### config.mk
export PLATFORM = sky130hd
export DESIGN_NAME = vector_reduce_flat
export DESIGN_NICKNAME = d
export VERILOG_FILES = /design/src/rtl/vector_reduce_if.sv /design/src/rtl/vector_reduce.sv /design/src/flat_wrapper.sv
export SDC_FILE = /design/constraint.sdc
export NUM_CORES = 2
export LEC_CHECK = 0
export CAP_MARGIN = 20
export CORE_ASPECT_RATIO = 1.1
export CORE_MARGIN = 2
export CORE_UTILIZATION = 30
export DETAILED_ROUTE_END_ITERATION = 8
export GPL_ROUTABILITY_DRIVEN = 0
export PLACE_DENSITY = 0.56
export SETUP_SLACK_MARGIN = 0.5
export SYNTH_ARGS = -nofsm -noshare
export SYNTH_HDL_FRONTEND = slang
export SYNTH_SLANG_ARGS = --single-unit
### constraint.sdc
create_clock -name clk -period 8.48 [get_ports clk]
set_input_delay 1.272 -clock clk [delete_from_list [all_inputs] [get_ports clk]]
set_output_delay 1.272 -clock clk [all_outputs]
set_load 0.02 [all_outputs]
### src/rtl/vector_reduce_if.sv
// Stream bus between the input buffer, vector_reduce and the next filter/packing stage.
// The master drives vectors and configuration; the slave returns reduced vectors.
interface vector_reduce_if #(
  parameter int N          = 8,
  parameter int DATA_WIDTH = 32
);
  logic                           tracing;
  logic                           valid_in;
  logic                           eof_in;
  logic [N-1:0][DATA_WIDTH-1:0]   vector_in;
  logic [7:0]                     configId;
  logic [7:0]                     configData;
  logic                           valid_out;
  logic                           eof_out;
  logic [N-1:0][DATA_WIDTH-1:0]   vector_out;

  modport master (
    output tracing, valid_in, eof_in, vector_in, configId, configData,
    input  valid_out, eof_out, vector_out
  );

  modport slave (
    input  tracing, valid_in, eof_in, vector_in, configId, configData,
    output valid_out, eof_out, vector_out
  );
endinterface

### src/rtl/vector_reduce.sv
// Vector reduction stage: passthrough, per-vector adder-tree sum, or element-wise
// frame accumulation; fixed latency of $clog2(N)+1 cycles in every mode.
module vector_reduce #(
  parameter int N          = 8,
  parameter int DATA_WIDTH = 32,
  parameter int REDUCE_ID  = 3
) (
  input  logic           clk,
  input  logic           rst,
  vector_reduce_if.slave io_bus
);

  localparam int         LOG2N  = $clog2(N);
  localparam logic [7:0] CFG_ID = 8'(REDUCE_ID);

  typedef enum logic [1:0] {
    MODE_PASS = 2'd0,
    MODE_SUM  = 2'd1,
    MODE_ACC  = 2'd2
  } mode_e;

  function automatic logic signed [DATA_WIDTH-1:0] wrap_add(
    input logic signed [DATA_WIDTH-1:0] a,
    input logic signed [DATA_WIDTH-1:0] b
  );
    return a + b;
  endfunction

  function automatic mode_e norm_mode(input logic [1:0] m);
    return (m == 2'd3) ? MODE_PASS : mode_e'(m);
  endfunction

  mode_e                         r_mode;
  logic signed [DATA_WIDTH-1:0]  r_acc     [N];
  logic signed [DATA_WIDTH-1:0]  r_dat_p   [LOG2N+1][N];
  logic [LOG2N:0]                r_vld_p;
  logic [LOG2N:0]                r_eof_p;
  logic [LOG2N:0]                r_sum_p;

  logic                          w_cfg_wr;
  logic                          w_in_vld;
  mode_e                         w_mode;
  logic signed [DATA_WIDTH-1:0]  w_acc_base [N];
  logic signed [DATA_WIDTH-1:0]  w_acc_sum  [N];
  logic signed [DATA_WIDTH-1:0]  w_tree_nxt [1:LOG2N][N];
  logic                          w_unused;

  assign w_unused = ^{io_bus.configData[7:2], r_sum_p[LOG2N]};

  // A config write in the same cycle as a vector wins: new mode, empty accumulator.
  always_comb begin
    w_cfg_wr = (io_bus.configId == CFG_ID);
    w_in_vld = io_bus.tracing & io_bus.valid_in;
    w_mode   = w_cfg_wr ? norm_mode(io_bus.configData[1:0]) : r_mode;
    for (int i = 0; i < N; i++) begin
      w_acc_base[i] = w_cfg_wr ? '0 : r_acc[i];
      w_acc_sum[i]  = wrap_add(w_acc_base[i], io_bus.vector_in[i]);
    end
  end

  // ---- stage 0: capture input, mode tag and accumulator update ----
  always_ff @(posedge clk or posedge rst) begin
    if (rst) begin
      r_mode  <= MODE_PASS;
      r_vld_p <= '0;
      r_eof_p <= '0;
      r_sum_p <= '0;
      for (int i = 0; i < N; i++) r_acc[i] <= '0;
    end else begin
      r_mode <= w_mode;
      if (w_in_vld && (w_mode == MODE_ACC)) begin
        for (int i = 0; i < N; i++) r_acc[i] <= io_bus.eof_in ? '0 : w_acc_sum[i];
      end else if (w_cfg_wr) begin
        for (int i = 0; i < N; i++) r_acc[i] <= '0;
      end
      r_vld_p[0]       <= w_in_vld && ((w_mode != MODE_ACC) || io_bus.eof_in);
      r_eof_p[0]       <= w_in_vld && io_bus.eof_in;
      r_sum_p[0]       <= (w_mode == MODE_SUM);
      // ---- stages 1..LOG2N: control bits follow the tree levels ----
      r_vld_p[LOG2N:1] <= r_vld_p[LOG2N-1:0];
      r_eof_p[LOG2N:1] <= r_eof_p[LOG2N-1:0];
      r_sum_p[LOG2N:1] <= r_sum_p[LOG2N-1:0];
    end
  end

  // Tree level s halves the live element count; non-sum vectors ride through unchanged.
  always_comb begin
    for (int s = 1; s <= LOG2N; s++) begin
      for (int j = 0; j < N; j++) begin
        w_tree_nxt[s][j] = r_sum_p[s-1] ? '0 : r_dat_p[s-1][j];
      end
      for (int j = 0; j < N / 2; j++) begin
        if (r_sum_p[s-1] && (j < (N >> s))) begin
          w_tree_nxt[s][j] = wrap_add(r_dat_p[s-1][2*j], r_dat_p[s-1][2*j+1]);
        end
      end
    end
  end

  // ---- data path registers: stage 0 and tree levels, no reset needed ----
  always_ff @(posedge clk) begin
    for (int i = 0; i < N; i++) begin
      r_dat_p[0][i] <= (w_mode == MODE_ACC) ? w_acc_sum[i] : io_bus.vector_in[i];
    end
    for (int s = 1; s <= LOG2N; s++) begin
      for (int i = 0; i < N; i++) r_dat_p[s][i] <= w_tree_nxt[s][i];
    end
  end

  // Output is masked by valid so reset clears it without resetting the data path.
  always_comb begin
    io_bus.valid_out = r_vld_p[LOG2N];
    io_bus.eof_out   = r_vld_p[LOG2N] & r_eof_p[LOG2N];
    for (int i = 0; i < N; i++) begin
      io_bus.vector_out[i] = r_vld_p[LOG2N] ? r_dat_p[LOG2N][i] : '0;
    end
  end

endmodule

### src/flat_wrapper.sv
// flat-port wrapper written by rule: the top's interface ports become plain ports
module vector_reduce_flat 
#(
  parameter int N          = 8,
  parameter int DATA_WIDTH = 32,
  parameter int REDUCE_ID  = 3
)
  (clk, rst, io_bus_tracing, io_bus_valid_in, io_bus_eof_in, io_bus_vector_in, io_bus_configId, io_bus_configData, io_bus_valid_out, io_bus_eof_out, io_bus_vector_out);
  vector_reduce_if #(.N(N), .DATA_WIDTH(DATA_WIDTH)) io_bus_i ();
  input  logic clk;
  input  logic rst;
  input wire logic [$bits(io_bus_i.tracing)-1:0] io_bus_tracing;
  input wire logic [$bits(io_bus_i.valid_in)-1:0] io_bus_valid_in;
  input wire logic [$bits(io_bus_i.eof_in)-1:0] io_bus_eof_in;
  input wire logic [$bits(io_bus_i.vector_in)-1:0] io_bus_vector_in;
  input wire logic [$bits(io_bus_i.configId)-1:0] io_bus_configId;
  input wire logic [$bits(io_bus_i.configData)-1:0] io_bus_configData;
  output wire logic [$bits(io_bus_i.valid_out)-1:0] io_bus_valid_out;
  output wire logic [$bits(io_bus_i.eof_out)-1:0] io_bus_eof_out;
  output wire logic [$bits(io_bus_i.vector_out)-1:0] io_bus_vector_out;
  assign io_bus_i.tracing = io_bus_tracing;
  assign io_bus_i.valid_in = io_bus_valid_in;
  assign io_bus_i.eof_in = io_bus_eof_in;
  assign io_bus_i.vector_in = io_bus_vector_in;
  assign io_bus_i.configId = io_bus_configId;
  assign io_bus_i.configData = io_bus_configData;
  assign io_bus_valid_out = io_bus_i.valid_out;
  assign io_bus_eof_out = io_bus_i.eof_out;
  assign io_bus_vector_out = io_bus_i.vector_out;
  vector_reduce #(.N(N), .DATA_WIDTH(DATA_WIDTH), .REDUCE_ID(REDUCE_ID)) u_core (.clk(clk), .rst(rst), .io_bus(io_bus_i));
endmodule
[Word level (Yosys, flattened, before mapping)]
Memory sizes are Yosys's and may differ from the RTL's.
Index checks and enable logic that the tools add are counted.
Operators by class
  bitwise gates (word level): 2
  equality and inequality tests: 5
  mux-type cells: 60
  $add $sub $neg: 15
  reduce and logical (&&, ||, !) cells: 5
Operator list (count)
  32-bit 2-to-1 mux: 56
  256-bit 2-to-1 mux: 2
  32-bit adder: 15
  8-bit by 2-bit equality test with 1-bit output (second input constant): 1
  2-bit equality test (second input constant): 2
  2-bit 2-to-1 mux: 2
  1-bit logical AND: 3
  1-bit bitwise AND: 2
  2-bit by 1-bit equality test with 1-bit output (second input constant): 1
  2-bit inequality test (second input constant): 1
  2-bit nonzero test: 1
  1-bit logical OR: 1
Storage, ports and cells
  memories kept: 1
  register bits after elaboration: 269
  RAM bits: 1024
  logic and storage cells: 100
  input port bits: 277
Memory list
  u_core.r_dat_p: words 4, bits a word 256, read ports 4, clocked after memory_dff 0, write ports 4, line vector_reduce.sv:35  | logic signed [DATA_WIDTH-1:0] r_dat_p [LOG2N+1][N];

[Logic depth before layout (Yosys ltp)]
  depth after elaboration: 6
  gate-level depth with buffers: 19
  mapped depth without buffers: 15

[Worst setup path before layout]
Ideal clock, no wire load.
  path kind: input port to flip-flop
  start: in io_bus_configId[7]
  end: mem u_core.r_dat_p[0][94] (netlist name)
  data required time: 8359 ps
  buffers on the path: 4
  setup time: 121 ps
  setup slack: 3039 ps
  cell stages on the path: 19
  arrival time: 5320 ps
  cells stage by stage: nor4_1 nand4_1 clkbuf_1 clkbuf_1 clkbuf_1 clkbuf_1 and2_1 ha_1 fa_1 a21o_1 a21oi_2 o21ai_1 a221oi_2 nor2_1 a221o_1 a221oi_2 o21ai_1 xor2_1 mux2_2
RTL lines
  start: declaration: line flat_wrapper.sv:16  | input wire logic [$bits(io_bus_i.configId)-1:0] io_bus_configId;
  end: declaration: line vector_reduce.sv:35

[Worst setup path in the final report]
  start: in io_bus_configId[7]
  end: reg u_core.r_acc[252] (netlist name)
Between the ends
  longest elaborated chain between the ends: 5
Ends and longest elaborated chain
  8-bit by 2-bit equality test with 1-bit output *: line vector_reduce.sv:52  | w_cfg_wr = (io_bus.configId == CFG_ID);
  32-bit 2-to-1 mux or 2-bit 2-to-1 mux (tied branches): line vector_reduce.sv:56, vector_reduce.sv:54
  32-bit adder or 2-bit equality test (tied branches): line vector_reduce.sv:26, vector_reduce.sv:71
  32-bit 2-to-1 mux or 1-bit logical AND (tied branches): line vector_reduce.sv:72, vector_reduce.sv:71
  256-bit 2-to-1 mux or 2-bit nonzero test (tied branches)
  end: declaration: line vector_reduce.sv:34  | logic signed [DATA_WIDTH-1:0] r_acc [N];
Every way passes the cells marked *; elsewhere a longest branch is shown, timed or not.
A chain may end at the register's enable or synchronous reset.

==> metrics.md <==
| Metric | Value |
|---|---|
| Mapped Cells | 7,005 |
| Synth area leaders | dfxtp_1 31%, dfrtp_1 10%, ha_1 8.8% |
| Post-route ant nets | 0 |
| Setup WS post-layout | 2.56 ns |
| Hold path endpoint | u_core.r_vld_p[1]$_DFF_PP0_ |
| TritonCTS clock tree | built |
| Critical Path Source Type | input port |
| Commonest non-fill, non-tap cells in the layout | 1,024 x dfxtp_1, 770 x nand2_1, 584 x nor2b_1 |
| Postcts setup bufs | 0 |
| Clk pin slew, worst setup/hold paths | 0.06 ns |
| Endpoint class of the critical path | flip-flop |
| Die area | 223,000 sq um |
| Row cnt | 180 |
| Vias after detailed routing | 51,900 |
| Max-Cap Viols | 0 |
| I/O Pins | 535 |
| IO buf count | 528 |
| Post-synth top area share | 0.311 |
| Area after DPL | 73,900 sq um |
| Slack of the worst reg-to-reg path | 4.52 ns |
| Initial Utilization | 0.301 |
| Syn Area/Cell | 9.40 sq um |
| Hold Vio Cnt, Final | 0 |
| Tmin final | 5.92 ns |
| Largest net degree at the start of global routing | 198 |
| Post-synth ARST share | 0.208 |
| Max Slew Vio Count | 0 |
| Met2 WL | 97.8 mm |
| Worst skew pair latency | 0.80 ns |
| Hpwl dp | 174 mm |
| Commonest non-fill, non-tap cell in the layout | dfxtp_1 |
| Rel. slew slack | 0.142 |
| RR Endpoint | u_core.r_dat_p[0][222]$_DFF_P_ |
| Tightest Pin Transition | 1.29 ns |
| Initial antenna violation count | 71 |
| Synth warn | 0 |
| Gr ovfl total | 0 |
| Syn nets | 7,762 |
| Hold crit path type | flip-flop to flip-flop |
| #FFs+latches synth | 1,293 |
| Final instance area | 79,300 sq um |
| Area Overhead vs Synth | 20.5% |
| VDD IR max | 186 uV |
| Clock Skew | 0.0386 ns |
| Die W | 451 um |
| Total negative slack | 0 ns |
| Max Freq | 0.169 GHz |
| RSZ-0062 raised after global routing | no |
| Post-Layout Cell Count | 10,500 |
| DR top layer | met5 |
| Launch point of the worst hold path | u_core.r_vld_p[0]$_DFF_PP0_ |
| Crit path kind | input port to flip-flop |
| Place WS | 1.71 ns |
| Drt first pass iters | 6 |
| Nets | 8,137 |
| Sequential area share after synthesis | 0.414 |
| Worst r2r src | u_core.r_acc[192]$_DFFE_PP0P_ |
| Critical Path RT | 9.16 ns |
| First-pass GRT wire length | 332 mm |
| Drt wl/cell | 21.8 um |
| Leakage | 0.0353 uW |
| PD cells | 225 nW/um^2 |
| Top cell type by total area after synthesis | dfxtp_1 |
| Vias in the first global route | 50,700 |
| Period utilization | 0.698 |
| Share of layout cells above drive strength 1 | 0.0797 |
| Post-synth EDFFs | 0 |
| Root Driver | clkbuf_16 |
| Crit path max fanout | 28 |
| Setup violators final | 0 |
| Die Ht | 495 um |
| DRT met1 WL | 102 mm |
| Worst hold path depth | 0 |
| Core box area | 218,000 sq um |
| Post-CTS resize count | 0 |
| Critical Path AT | 6.60 ns |
| All-layer global routing usage | 0.197 |
| Main synth FF type | dfxtp_1 |
| Cell Area, Synth | 65,800 sq um |
| Placed Cells | 10,100 |
| H-tree depth | 4 |
| CTS sink count | 1,293 |
| Library cells used by synthesis | 93 |
| Status | completed |
| Post-cts hold buffer count | 0 |
| Drt total wl | 227 mm |
| Worst reg-to-reg path cell count | 13 |
| FILL cells | 22,000 |
| Vias per cell | 4.97 |
| Total CTS buffers | 147 |
| Met3 WL post-DR | 14.1 mm |
| # DRC | 0 |
| CTS max path bufs | 3 |
| Iteration-0 DRC Markers | 3,723 |
==> flip-flops by register name (all words and copies together), names as in the netlist <==
register        flops
u_core.r_sum_p      3
u_core.r_vld_p      4
u_core.r_mode       2
u_core.r_dat_p   1024
u_core.r_acc      256
u_core.r_eof_p      4
==> critical path: stages <==
cell	delay, ns
clkdlybuf4s50_1	0.40
nor4_1	0.28
nand4_1	0.72
buf_4	0.50
buf_4	0.25
and2_1	0.20
ha_1	0.21
fa_1	0.44
a21o_1	0.21
nand4_1	0.15
nand4_1	0.14
and2_1	0.20
a21o_1	0.19
o311ai_1	0.40
nand2_1	0.13
a31o_2	0.27
a211o_1	0.31
a32o_1	0.26
==> cells in the mapped netlist, types with 11 or more instances <==
cell type,instances
mux2i_1,13
dfrtp_1,269
inv_1,123
a21boi_0,18
clkbuf_1,310
xor2_1,130
o211ai_1,34
fa_1,15
a211o_1,13
a21oi_1,401
or3_1,21
ha_1,465
a211oi_1,31
o31ai_1,35
dfxtp_1,1024
buf_1,18
and3_1,45
nand2b_1,41
o21ai_0,214
or2_2,11
a21o_1,279
xnor2_1,291
o21bai_1,60
a22o_1,243
o21a_1,54
mux2_2,246
a221oi_1,13
nand2_1,770
nor3_1,56
and4_1,15
nand3_1,72
nor2_1,241
nor2b_1,584
and2_1,525
a31oi_1,60
o21ai_1,22
nand4_1,72
==> metal layers <==
metal	up-vias	GRT usage
li1	25100	-
met1	24700	0.261
met2	1640	0.299
met3	445	0.0393
met4	50	0.113
met5	-	0
==> report_power, final <==
group,internal (uW),total (uW),switching [uW]
Combinational,1730,3970,2240
Sequential,6630,7000,370
Clock,4100,6890,2790
Total,12500,17900,5400
==> worst max-delay path by stage <==
| stage | from | endpoint | slack, ns | cells after the start |
|---|---|---|---|---|
| finish | io_bus_configId[7] | u_core.r_acc[252]$_DFFE_PP0P_ | 2.56 | 18 |
| global route | io_bus_configId[7] | u_core.r_dat_p[0][222]$_DFF_P_ | 2.34 | 16 |
| CTS | io_bus_configId[7] | u_core.r_acc[252]$_DFFE_PP0P_ | 2.59 | 18 |
| detailed placement | io_bus_configId[7] | u_core.r_acc[252]$_DFFE_PP0P_ | 1.71 | 18 |
| global placement | io_bus_configId[7] | u_core.r_acc[252]$_DFFE_PP0P_ | 1.69 | 18 |
| floorplan | io_bus_configId[7] | u_core.r_dat_p[0][94]$_DFF_P_ | 3.04 | 19 |
==> layout make-up <==
cell class	instances	area, sq um	area share
antenna	32	80.1	0.00101
multi-input combinational	5256	36900	0.465
clock inverter	66	952	0.0120
tap	2912	3640	0.0459
clock buffer	209	4360	0.0550
timing repair buffer	559	5660	0.0713
sequential	1293	27200	0.343
inverter	123	465	0.00587
==> cell families (layout without fill, tap and decap cells) <==
group                    Yosys count  count (layout)  share of synthesized area
other                              0              32                          0
multiplexers                     259             259                     0.0440
flip-flops                      1293            1293                      0.414
XOR/XNOR                         421             421                     0.0560
buffers and inverters            456             957                     0.0262
adder cells (fa/ha/maj)          480             480                     0.0929
AO/OA/AOI/OAI                   1607            1607                      0.170
AND/OR/NAND/NOR                 2489            2489                      0.197
==> stage by stage <==
step / total power [uW] / util / hold slack, ns
global placement: 11000 / 0.338 / 0.334
detailed placement: 11100 / 0.338 / 0.336
CTS: 18000 / 0.363 / 0.349
global route: 18700 / 0.363 / 0.359
finish: 17900 / 0.363 / 0.345
floorplan: 9700 / - / 0.331
Note: power is estimated with default switching activity, not from simulation.
